<file path="src/rtl/rega_pkg.sv">
// Shared types for the irrigation/fertigation controller.
//   state_t   : controller FSM states, 3-bit encoding
//   LVL_*     : tank level codes as {nv1,nv0}
package rega_pkg;

  typedef enum logic [2:0] {
    IDLE  = 3'd0,
    FILL  = 3'd1,
    MIX   = 3'd2,
    SERVE = 3'd3,
    CLEAN = 3'd4,
    FAULT = 3'd5
  } state_t;

  localparam logic [1:0] LVL_EMPTY = 2'b00;
  localparam logic [1:0] LVL_PART  = 2'b01;
  localparam logic [1:0] LVL_FULL  = 2'b11;
  localparam logic [1:0] LVL_BAD   = 2'b10;  // top wet, bottom dry: broken sensor

endpackage

</file>
<file path="src/rtl/rega_rr_arb.sv">
// Combinational round-robin selector.
//   req : per-zone request vector
//   ptr : zone with highest priority this cycle
//   gnt : first requesting zone at or after ptr (wrapping)
//   vld : at least one request present
module rega_rr_arb #(
  parameter  int ZONES = 4,
  localparam int ZW    = $clog2(ZONES)
) (
  input  logic [ZONES-1:0] req,
  input  logic [ZW-1:0]    ptr,
  output logic [ZW-1:0]    gnt,
  output logic             vld
);

  logic [ZW-1:0] j;

  // Scan from the farthest offset down so the nearest requester wins last.
  always_comb begin
    gnt = '0;
    vld = 1'b0;
    j   = '0;
    for (int i = ZONES - 1; i >= 0; i--) begin
      j = ZW'((int'(ptr) + i) % ZONES);
      if (req[j]) begin
        gnt = j;
        vld = 1'b1;
      end
    end
  end

endmodule

</file>
<file path="src/rtl/rega_zonas_adub.sv">
// Multi-zone irrigation/fertigation controller: tank refill, optional
// fertilizer mixing, round-robin time-sliced zone service and a timed
// cleaning flush after fertilized cycles. Sticky FAULT on a bad level code.
//   clk, reset     : clock, async active-low reset
//   adub           : fertilizer request, latched when leaving IDLE
//   nv1, nv0       : tank upper/lower level sensors
//   zone_req       : per-zone irrigation requests
//   fault_clr      : leave FAULT (only with a valid level code)
//   ve, mist, limp : inlet valve, mixer, cleaning flush
//   zone_valve     : one-hot drive of the served zone
//   cur_zone       : zone served / last served
//   busy, fault    : status
module rega_zonas_adub
  import rega_pkg::*;
#(
  parameter  int ZONES     = 4,
  parameter  int MIX_CYC   = 50,
  parameter  int SLICE_CYC = 200,
  parameter  int CLEAN_CYC = 100,
  parameter  int TW        = 16,
  localparam int ZW        = $clog2(ZONES)
) (
  input  logic             clk,
  input  logic             reset,
  input  logic             adub,
  input  logic             nv1,
  input  logic             nv0,
  input  logic [ZONES-1:0] zone_req,
  input  logic             fault_clr,
  output logic             ve,
  output logic             mist,
  output logic             limp,
  output logic [ZONES-1:0] zone_valve,
  output logic [ZW-1:0]    cur_zone,
  output logic             busy,
  output logic             fault
);

  state_t        state, nxt;
  logic [TW-1:0] tmr;
  logic [ZW-1:0] rr_ptr, arb_ptr, nz, gnt;
  logic          gnt_vld, fert;
  logic          rot, fert_ld, fert_clr;

  logic [1:0] lvl;
  logic       lvl_bad, lvl_empty, lvl_full, any_req;
  logic       mix_done, slice_done, clean_done;

  assign lvl        = {nv1, nv0};
  assign lvl_bad    = (lvl == LVL_BAD);
  assign lvl_empty  = (lvl == LVL_EMPTY);
  assign lvl_full   = (lvl == LVL_FULL);
  assign any_req    = |zone_req;
  assign mix_done   = (tmr == TW'(MIX_CYC - 1));
  assign slice_done = (tmr == TW'(SLICE_CYC - 1));
  assign clean_done = (tmr == TW'(CLEAN_CYC - 1));

  // Zone after the current one, wrapping; used as the pointer on rotation.
  assign nz      = (cur_zone == ZW'(ZONES - 1)) ? '0 : cur_zone + ZW'(1);
  // On rotation the arbiter must already see the advanced pointer so the
  // new grant lands in the same cycle the timer reloads.
  assign arb_ptr = rot ? nz : rr_ptr;

  rega_rr_arb #(.ZONES(ZONES)) u_arb (
    .req (zone_req),
    .ptr (arb_ptr),
    .gnt (gnt),
    .vld (gnt_vld)
  );

  always_comb begin
    nxt      = state;
    rot      = 1'b0;
    fert_ld  = 1'b0;
    fert_clr = 1'b0;
    if (lvl_bad) begin
      nxt = FAULT;
    end else begin
      case (state)
        IDLE: if (any_req) begin
          fert_ld = 1'b1;
          if (lvl_empty) nxt = FILL;
          else if (adub) nxt = MIX;
          else           nxt = SERVE;
        end
        FILL: if (lvl_full) begin
          if (fert)         nxt = MIX;
          else if (any_req) nxt = SERVE;
          else              nxt = IDLE;
        end
        MIX: begin
          if (lvl_empty)     nxt = FILL;
          else if (mix_done) nxt = any_req ? SERVE : CLEAN;
        end
        SERVE: begin
          if (lvl_empty)                              nxt = FILL;
          else if (!any_req)                          nxt = fert ? CLEAN : IDLE;
          else if (slice_done || !zone_req[cur_zone]) rot = 1'b1;
        end
        CLEAN: if (clean_done) begin
          nxt      = IDLE;
          fert_clr = 1'b1;
        end
        FAULT: if (fault_clr) begin
          nxt      = IDLE;
          fert_clr = 1'b1;
        end
        default: nxt = IDLE;
      endcase
    end
  end

  always_ff @(posedge clk or negedge reset) begin
    if (!reset) begin
      state    <= IDLE;
      tmr      <= '0;
      fert     <= 1'b0;
      rr_ptr   <= '0;
      cur_zone <= '0;
    end else begin
      state <= nxt;
      tmr   <= (nxt != state || rot) ? '0 : tmr + TW'(1);
      if (fert_ld)       fert <= adub;
      else if (fert_clr) fert <= 1'b0;
      if (rot) rr_ptr <= nz;
      if (((nxt == SERVE) && (state != SERVE)) || rot)
        if (gnt_vld) cur_zone <= gnt;
    end
  end

  // Actuators are pure decodes of the registered state.
  assign ve    = (state == FILL) || (state == CLEAN);
  assign mist  = (state == MIX);
  assign limp  = (state == CLEAN);
  assign busy  = (state != IDLE) && (state != FAULT);
  assign fault = (state == FAULT);

  always_comb begin
    zone_valve = '0;
    if (state == SERVE) zone_valve[cur_zone] = 1'b1;
  end

endmodule

</file>
<file path="config.mk">
export PLATFORM = sky130hd
export DESIGN_NAME = rega_zonas_adub
export DESIGN_NICKNAME = d
export VERILOG_FILES = /design/src/rtl/rega_pkg.sv /design/src/rtl/rega_rr_arb.sv /design/src/rtl/rega_zonas_adub.sv
export SDC_FILE = /design/constraint.sdc
export NUM_CORES = 1
export LEC_CHECK = 0
export ABC_AREA = 1
export CORE_MARGIN = 5
export CORE_UTILIZATION = 50
export DETAILED_ROUTE_END_ITERATION = 10
export MAX_ROUTING_LAYER = met4
export PLACE_DENSITY_LB_ADDON = 0.25
export SYNTH_ARGS = -nofsm -noshare
export SYNTH_HDL_FRONTEND = slang
export SYNTH_HIERARCHICAL = 1
export SYNTH_SLANG_ARGS = --single-unit
</file>
<file path="constraint.sdc">
create_clock -name clk -period 2.4 [get_ports clk]
set_input_delay 0.24 -clock clk [delete_from_list [all_inputs] [get_ports clk]]
set_output_delay 0.24 -clock clk [all_outputs]
set_load 0.01 [all_outputs]
</file>
==> results of run 1 <==
==> final timing paths <==
kind,startpoint,end,slack (ns),depth (start not counted)
max,tmr[1]$_DFF_PN0_,cur_zone[0]$_DFFE_PN0P_,0.12,18
min,reset,tmr[4]$_DFF_PN0_,0.32,2
max reg2reg,tmr[1]$_DFF_PN0_,cur_zone[0]$_DFFE_PN0P_,0.12,18
max in group asynchronous,reset,rr_ptr[1]$_DFF_PN0_,1.85,2
min reg2reg,tmr[15]$_DFF_PN0_,tmr[15]$_DFF_PN0_,0.57,2
min in group clk,tmr[15]$_DFF_PN0_,tmr[15]$_DFF_PN0_,0.57,2
==> power groups by stage <==
stage / clock [µW] / combinational (µW) / sequential, µW
2_1_floorplan: 0 / 1030 / 551
3_3_place_gp: 0 / 1430 / 545
3_5_place_dp: 0 / 1440 / 546
4_1_cts: 369 / 1450 / 539
5_1_grt: 390 / 1760 / 552
6_report: 360 / 1610 / 540
==> area by class of cell <==
| cell class | instances | share of cell area |
|---|---|---|
| Multi-Input combinational cell | 200 | 0.4769 |
| Sequential cell | 24 | 0.2314 |
| Timing Repair Buffer | 50 | 0.1702 |
| Inverter | 47 | 0.07088 |
| Tap cell | 48 | 0.02314 |
| Clock buffer | 3 | 0.01591 |
| Clock inverter | 1 | 0.01157 |
==> state kept, by name, indices dropped and copies added, names as in the netlist <==
name and flops:
state 3, fert 1, cur_zone 2, tmr 16, rr_ptr 2
==> cells in the final DEF (no fill, tap or decap), types with 10 or more instances in the layout <==
| cell | count |
|---|---|
| nand2_1 | 54 |
| inv_1 | 31 |
| nor2_1 | 31 |
| buf_4 | 28 |
| dfrtp_1 | 24 |
| nand3_1 | 21 |
| clkdlybuf4s50_1 | 20 |
| nand2_2 | 17 |
| nor2_4 | 13 |
| inv_2 | 10 |
| o21ai_0 | 10 |
==> per-stage QoR <==
stage / hold WS [ns] / setup WS [ns] / util
final: 0.3232 / 0.1174 / 0.6932
after global routing: 0.3435 / -0.07979 / 0.6932
after global placement: 0.5189 / 0.01126 / 0.6377
after floorplan: -0.05559 / 0.1140 / -
after CTS: 0.3306 / 0.03476 / 0.6568
after detailed placement: 0.5243 / -0.09971 / 0.6377
==> timing repair <==
item                                   in CTS  in global routing
setup endpoints to repair                   0                  2
setup buffers                               0                  5
endpoints found under the hold margin       0                  0
gates resized for setup                     0                 24
==> layer usage <==
layer	wire [µm]	global-route usage
met5	0	-
met3	118	0.02066
met4	72	0.04918
met2	2141	0.2705
met1	2034	0.2352
==> cell families after synthesis <==
kind of cell,share of synthesized area
adders and majority gates,0.03819
buffers and inverters,0.1069
and+or+nand+nor,0.4507
AOI/OAI and AO/OA,0.06620
DFF,0.3055
muxes,0.005728
xor gates and xnor gates,0.02674
==> critical path, cell delays in order, from the launching register on <==
cell and delay (ns):
dfrtp_1 0.36, ha_2 0.19, nand2_2 0.06, nor3_2 0.18, nand3_2 0.11, nand2_2 0.09
nand3_4 0.09, o31ai_4 0.27, buf_6 0.18, inv_8 0.05, nand2_4 0.05, and2_4 0.14
nand2_2 0.06, nand2_2 0.06, inv_2 0.03, nand3_1 0.07, nand2_1 0.05, nand3_1 0.07
nand2_1 0.05
==> impl_results.md, run 1 <==
* Starting Density at 0.5251
* Synth cell types at 34
* Fin. Hold Viols at 0
* Placed cell count at 363
* All-Layer GR Usage at 0.1730
* Synth Register Bits at 24
* Layout cells sized above 1 at 0.3231
* Post-Syn Area at 1966 µm²
* Final wirelength at roughly 4400 µm
* Sequential share of power at 0.215
* Initial antenna violation count at 0
* DP HPWL at 3245 µm
* Top cells by count, synth: 60 x nand2_1, 31 x inv_1, 31 x nor2_1
* Critical path arrival at 2.45 ns
* Placed inst area at 2387 µm²
* Root Driver: clkbuf_8
* Most frequent cell after synthesis: nand2_1
* Sink Count at 24
* Crit path capture type: register
* Max Buffers Root-to-Sink at 2
* Design area at ~2600 µm²
* WS Path Type: register to register
* Filler instances at 309
* FP Rows at 22
* Tot Pwr at 2513 µW
* Mean Syn Cell Area at 7.200 µm²
* Nets@finish at roughly 340
* Worst-Margin Slew at 0.3090 ns
* Number of global-route vias before repair at 1,622
* Tmin final at 2.283 ns
* Clock network power share at 0.143
* Syn_nets at about 290
* Seq/Total Area, Yosys at 0.3055
* Int Pwr at 1381 µW
* Synth area leaders: dfrtp_1 31%, nand2_1 11%, nor2_4 7.4%, nand3_1 6.1%, inv_1 5.9%
* Crit Path Max Fanout at 5
* Die extent in x at 72.70 µm
* Port-buffer cells at 20
* Status: complete, no violations
* Period utilization at 0.9511
* DRC viols at 0
* Worst endpoint required time at 2.57 ns
* Register area at 600.6 µm²
* Clock Latency Late Sink at 0.27 ns
* Post-synth EDFFs at 0
* Unrepaired setup endpoints after global routing: true
* H-tree depth at 1
* Core ar. at 3744 µm²
* Post-synth top area share at 0.3055
* Comb pwr share at 0.642
* Detail Route Antenna Nets at 0
* Final setup viols at 0
* Vias per Instance at roughly 4.8
* Initial DRT Pass Iterations at 4
* Die Ht at 72.70 µm
* Cells after Synth at between 200 and 300
* Largest area contributor in the netlist: dfrtp_1
* Post-CTS Hold Buffers at 0
* Starting DRC count in detailed routing at 178
* Power Density at roughly 970 nW/µm²
* Primary FF master, synth: dfrtp_1
* WL/cell at 11.71 µm
* Clock skew at roughly 0.0017 ns
* Class of the worst hold path: input port to asynchronous set/reset pin
* Area Growth Syn to Fin at 32.02%
* Peak supply drop at 0.8497 mV
* Leak at 0.001204 µW
* Antenna Cells at 0
* Global route overflow at 0
* GPL Wtd Cong at 0.8217
* Die footprint at 5285 µm²
* Sw Share at 0.4503
* Final cell count without fillers at about 370
* CP startpoint kind: register
* First-pass GRT wire length at 7120 µm
* Largest net degree at the start of global routing at 25
* DR vias at 1,803
* Post-synth ARST share at 1.000
* MaxCap Viol Count at 0
* Fin. max-slew vios at 0
* Fmax achieved at approximately 0.44 GHz
* YS warnings at 6
* Multi-input gate area at roughly 1200 µm²
* Slew margin rel. at 0.7918
* CTS buffer count at 3
* Number of top-level pins at 21
* TritonCTS clock tree: yes
* Fin Setup TNS at 0 ns
* Switching power at 1131 µW
* Reg clk slew, reported paths at 0.09 ns
Power figures use the tool's default switching activity.
==> run 2, diff against run 1 <==
--- a/config.mk
+++ b/config.mk
@@ -5,7 +5,7 @@
 export SDC_FILE = /design/constraint.sdc
 export NUM_CORES = 1
 export LEC_CHECK = 0
-export ABC_AREA = 1
+export ABC_AREA = 0
 export CORE_MARGIN = 5
 export CORE_UTILIZATION = 50
 export DETAILED_ROUTE_END_ITERATION = 10
==> run 2 against run 1 <==
  * The run now ends with negative setup slack left
  * Global-route usage is 4.9 points higher
  * Utilization grew 2.8 points
  * Area after synthesis decreased by 7.1%
  * Total power down 15%
  * Count of clock-buffer cells in the layout did not move
  * Clock power grew 4%
  * Combinational power down 23%
  * Synthesized cell count shrank 30%
  * Sequential share of layout area about the same
  * Clock skew rose by 0.0018 ns
  * Critical endpoint is now cur_zone[1]$_DFFE_PN0P_
  * Highest routed layer unchanged
==> impl_results.md, run 2 <==
* CP startpoint kind: register
* Crit Path Max Fanout at 5
* Crit path capture type: register
* Highest routed layer: met4
* Layout cells sized above 1 at 0.3108
* Filler instances at 260
* H-tree depth at 1
* Die footprint at around 5000 µm²
* PnR worst setup slack at -0.1450 ns
* Critical path arrival at 2.70 ns
* YS warnings at 6
* First-pass GRT wire length at 8735 µm
* Worst endpoint required time at 2.56 ns
* Fmax achieved at 0.3929 GHz
* Post-synth EDFFs at 0
* Fin. max-slew vios at 0
* Fin. Hold Viols at 0
* Delay-heaviest family, CP: compound AO/OA/AOI/OAI gates
* Global route overflow at 0
* Tmin final at 2.545 ns
* MaxCap Viol Count at 0
* Die Ht at slightly above 70 µm
* Starting DRC count in detailed routing at approximately 220
* Most frequent cell after synthesis: dfrtp_1
* Nets@finish at 268
* Leak at 0.001095 µW
* Vias per Instance at 5.903
* TritonCTS clock tree: yes
* Synth cell types at approximately 50
* Starting Density at 0.5066
* Clock Latency Late Sink at 0.28 ns
* Port-buffer cells at 20
* Most common library cell in the layout ignoring fill and taps: buf_4
* CP Cell Sequence: ha_2, nor4bb_4, buf_4, nand4_1, a21o_1, buf_6, o31ai_4, nand2b_1, a211oi_2, nor2_1, and2_1, o2111ai_1, o211ai_1
* DP HPWL at 3562 µm
* R2r endpoint: cur_zone[1]$_DFFE_PN0P_
* RR Startpoint: tmr[1]$_DFF_PN0_
* Crit path largest cell delay at 0.37 ns
* CTS buffer count at 3
* Clock skew at 0.003548 ns
* Slew margin rel. at 0.6703
* Placed inst area at 2390 µm²
* Worst path slowest cell: dfrtp_1
* FP Rows at 22
* Die extent in x at approximately 70 µm
* Final setup viols at 2
* Post-Syn Area at 1827 µm²
* Cells after Synth at 190
* GPL Wtd Cong at 0.9145
* Power Density at a little over 800 nW/µm²
* Fin Setup TNS at -0.2626 ns
* Top reg by flops: tmr
* Max Buffers Root-to-Sink at 2
* WP buf/inv at 2
* Final wirelength at 5215 µm
* Core Util, Final at 0.7210
* Root Driver: clkbuf_8
* Unrepaired setup endpoints after global routing: true
* Period utilization at 1.060
* Synth Register Bits at 24
* Largest area contributor in the netlist: dfrtp_1
* Worst-Margin Slew at 0.4908 ns
* Sink Count at 24
* DR vias at 1,765
* All-Layer GR Usage at 0.2224
* Status: finished, violations left
* Core ar. at 3606 µm²
* Post-synth ARST share at 1.000
* Area Growth Syn to Fin at 42.33%
* Number of global-route vias before repair at 1,781
* Met2 WL post-DR at 2606 µm
* Post-synth top area share at 0.3288
* Max reg flops at 16
* Initial DRT Pass Iterations at 4
* Antenna Cells at 0
* Initial antenna violation count at 0
* Biggest regs: tmr: 16 flops, state: 3 flops
* Reg clk slew, reported paths at around 0.10 ns
* Met3 wire length at ~240 µm
* Synth area leaders: dfrtp_1 33%, a221oi_2 8.2%, xnor2_1 4.8%, ha_1 4.1%, nand2_1 2.9%
* R2R setup slack at -0.14 ns
* Mean Syn Cell Area at 9.614 µm²
* Largest net degree at the start of global routing at 25
* Worst R2R Path Depth at 13
* Met1 wire length at 2257 µm
* Leading cell types in the layout, fill and taps excluded: 41 x buf_4, 23 x dfrtp_1, 20 x clkdlybuf4s50_1, 14 x nand2_1
* Syn_nets at 206
* Detail Route Antenna Nets at 0
* Failing checks: negative setup slack
* WS Path Type: register to register
* Design area at 2600 µm²
* Class of the worst hold path: input port to asynchronous set/reset pin
* Primary FF master, synth: dfrtp_1
* Seq/Total Area, Yosys at 0.3288
* DRC viols at 0
* Top cells by count, synth: 24 x dfrtp_1, 14 x nand2_1, 12 x nor2_1
* WL/cell at 17.44 µm
* Peak supply drop at slightly below 0.6 mV
* Number of top-level pins at 21
## run 2: worst max-delay path by stage
stage	cells after the start	start	to	slack (ns)
2_1_floorplan	11	tmr[0]$_DFF_PN0_	cur_zone[0]$_DFFE_PN0P_	0.01
3_3_place_gp	11	zone_req[1]	cur_zone[1]$_DFFE_PN0P_	-0.31
3_5_place_dp	11	zone_req[1]	cur_zone[1]$_DFFE_PN0P_	-0.41
4_1_cts	13	tmr[1]$_DFF_PN0_	cur_zone[1]$_DFFE_PN0P_	-0.12
5_1_grt	12	tmr[1]$_DFF_PN0_	cur_zone[0]$_DFFE_PN0P_	-0.26
6_report	13	tmr[1]$_DFF_PN0_	cur_zone[1]$_DFFE_PN0P_	-0.14
## run 2: stage by stage
| stage | total power [µW] | setup WS (ns) | instances | hold slack (ns) |
|---|---|---|---|---|
| after floorplan | 1177 | 0.009943 | 190 | -0.05559 |
| after global placement | 1585 | -0.3110 | 291 | 0.4891 |
| after detailed placement | 1642 | -0.4107 | 291 | 0.5168 |
| after CTS | 2095 | -0.1181 | 299 | 0.3344 |
| after global routing | 2241 | -0.2635 | 299 | 0.3685 |
| final | 2125 | -0.1450 | 299 | 0.3298 |
## run 2: what timing repair did
action                     CTS  global route
setup endpoints to repair   12            18
hold buffers                 0             0
buffers inserted             4             0
pin swaps                   10             1
resized for setup           14             5
## run 2: logic make-up after synthesis
kind of cell,synth area share
buffers and inverters,0.05753
AOI/OAI and AO/OA,0.2260
muxes,0.03151
adders and majority gates,0.04109
and+or+nand+nor,0.2431
DFF,0.3288
xor gates and xnor gates,0.07191
## run 2: metal layers
layer / GRT usage / vias to the layer above
met3: 0.03309 / 14
met4: 0.05957 / 0
met1: 0.2980 / 858
li1: - / 841
met5: - / -
met2: 0.3503 / 52
## run 2: power by group
part | internal (µW) | switching [µW]
combinational | 578 | 660
sequential | 470 | 42.2
clock | 224 | 151
total | 1270 | 853
## run 2: worst register-to-register path: stages, from the launching register on
cell and delay [ns]:
dfrtp_1 0.37, ha_2 0.19, nor4bb_4 0.20, buf_4 0.15, nand4_1 0.11, a21o_1 0.23
buf_6 0.14, o31ai_4 0.24, nand2b_1 0.13, a211oi_2 0.22, nor2_1 0.07, and2_1 0.16
o2111ai_1 0.10, o211ai_1 0.11
## run 2: layout make-up
type                    instances  area [µm²]  area share
well taps                      48       60.06     0.02310
clock inverters                 1       30.03     0.01155
clock buffers                   3       41.29     0.01588
repair buffers                 67       601.8      0.2315
multi-input cells             145        1224      0.4706
inverters                      11       41.29     0.01588
flip-flops and latches         24       601.8      0.2315
==> run 3, diff against run 2 <==
--- a/config.mk
+++ b/config.mk
@@ -11,6 +11,7 @@
 export DETAILED_ROUTE_END_ITERATION = 10
 export MAX_ROUTING_LAYER = met4
 export PLACE_DENSITY_LB_ADDON = 0.25
+export SLEW_MARGIN = 5
 export SYNTH_ARGS = -nofsm -noshare
 export SYNTH_HDL_FRONTEND = slang
 export SYNTH_HIERARCHICAL = 1
==> results of run 3 <==
Same layout as run 2: the final DEF is identical, and so are final timing and power.
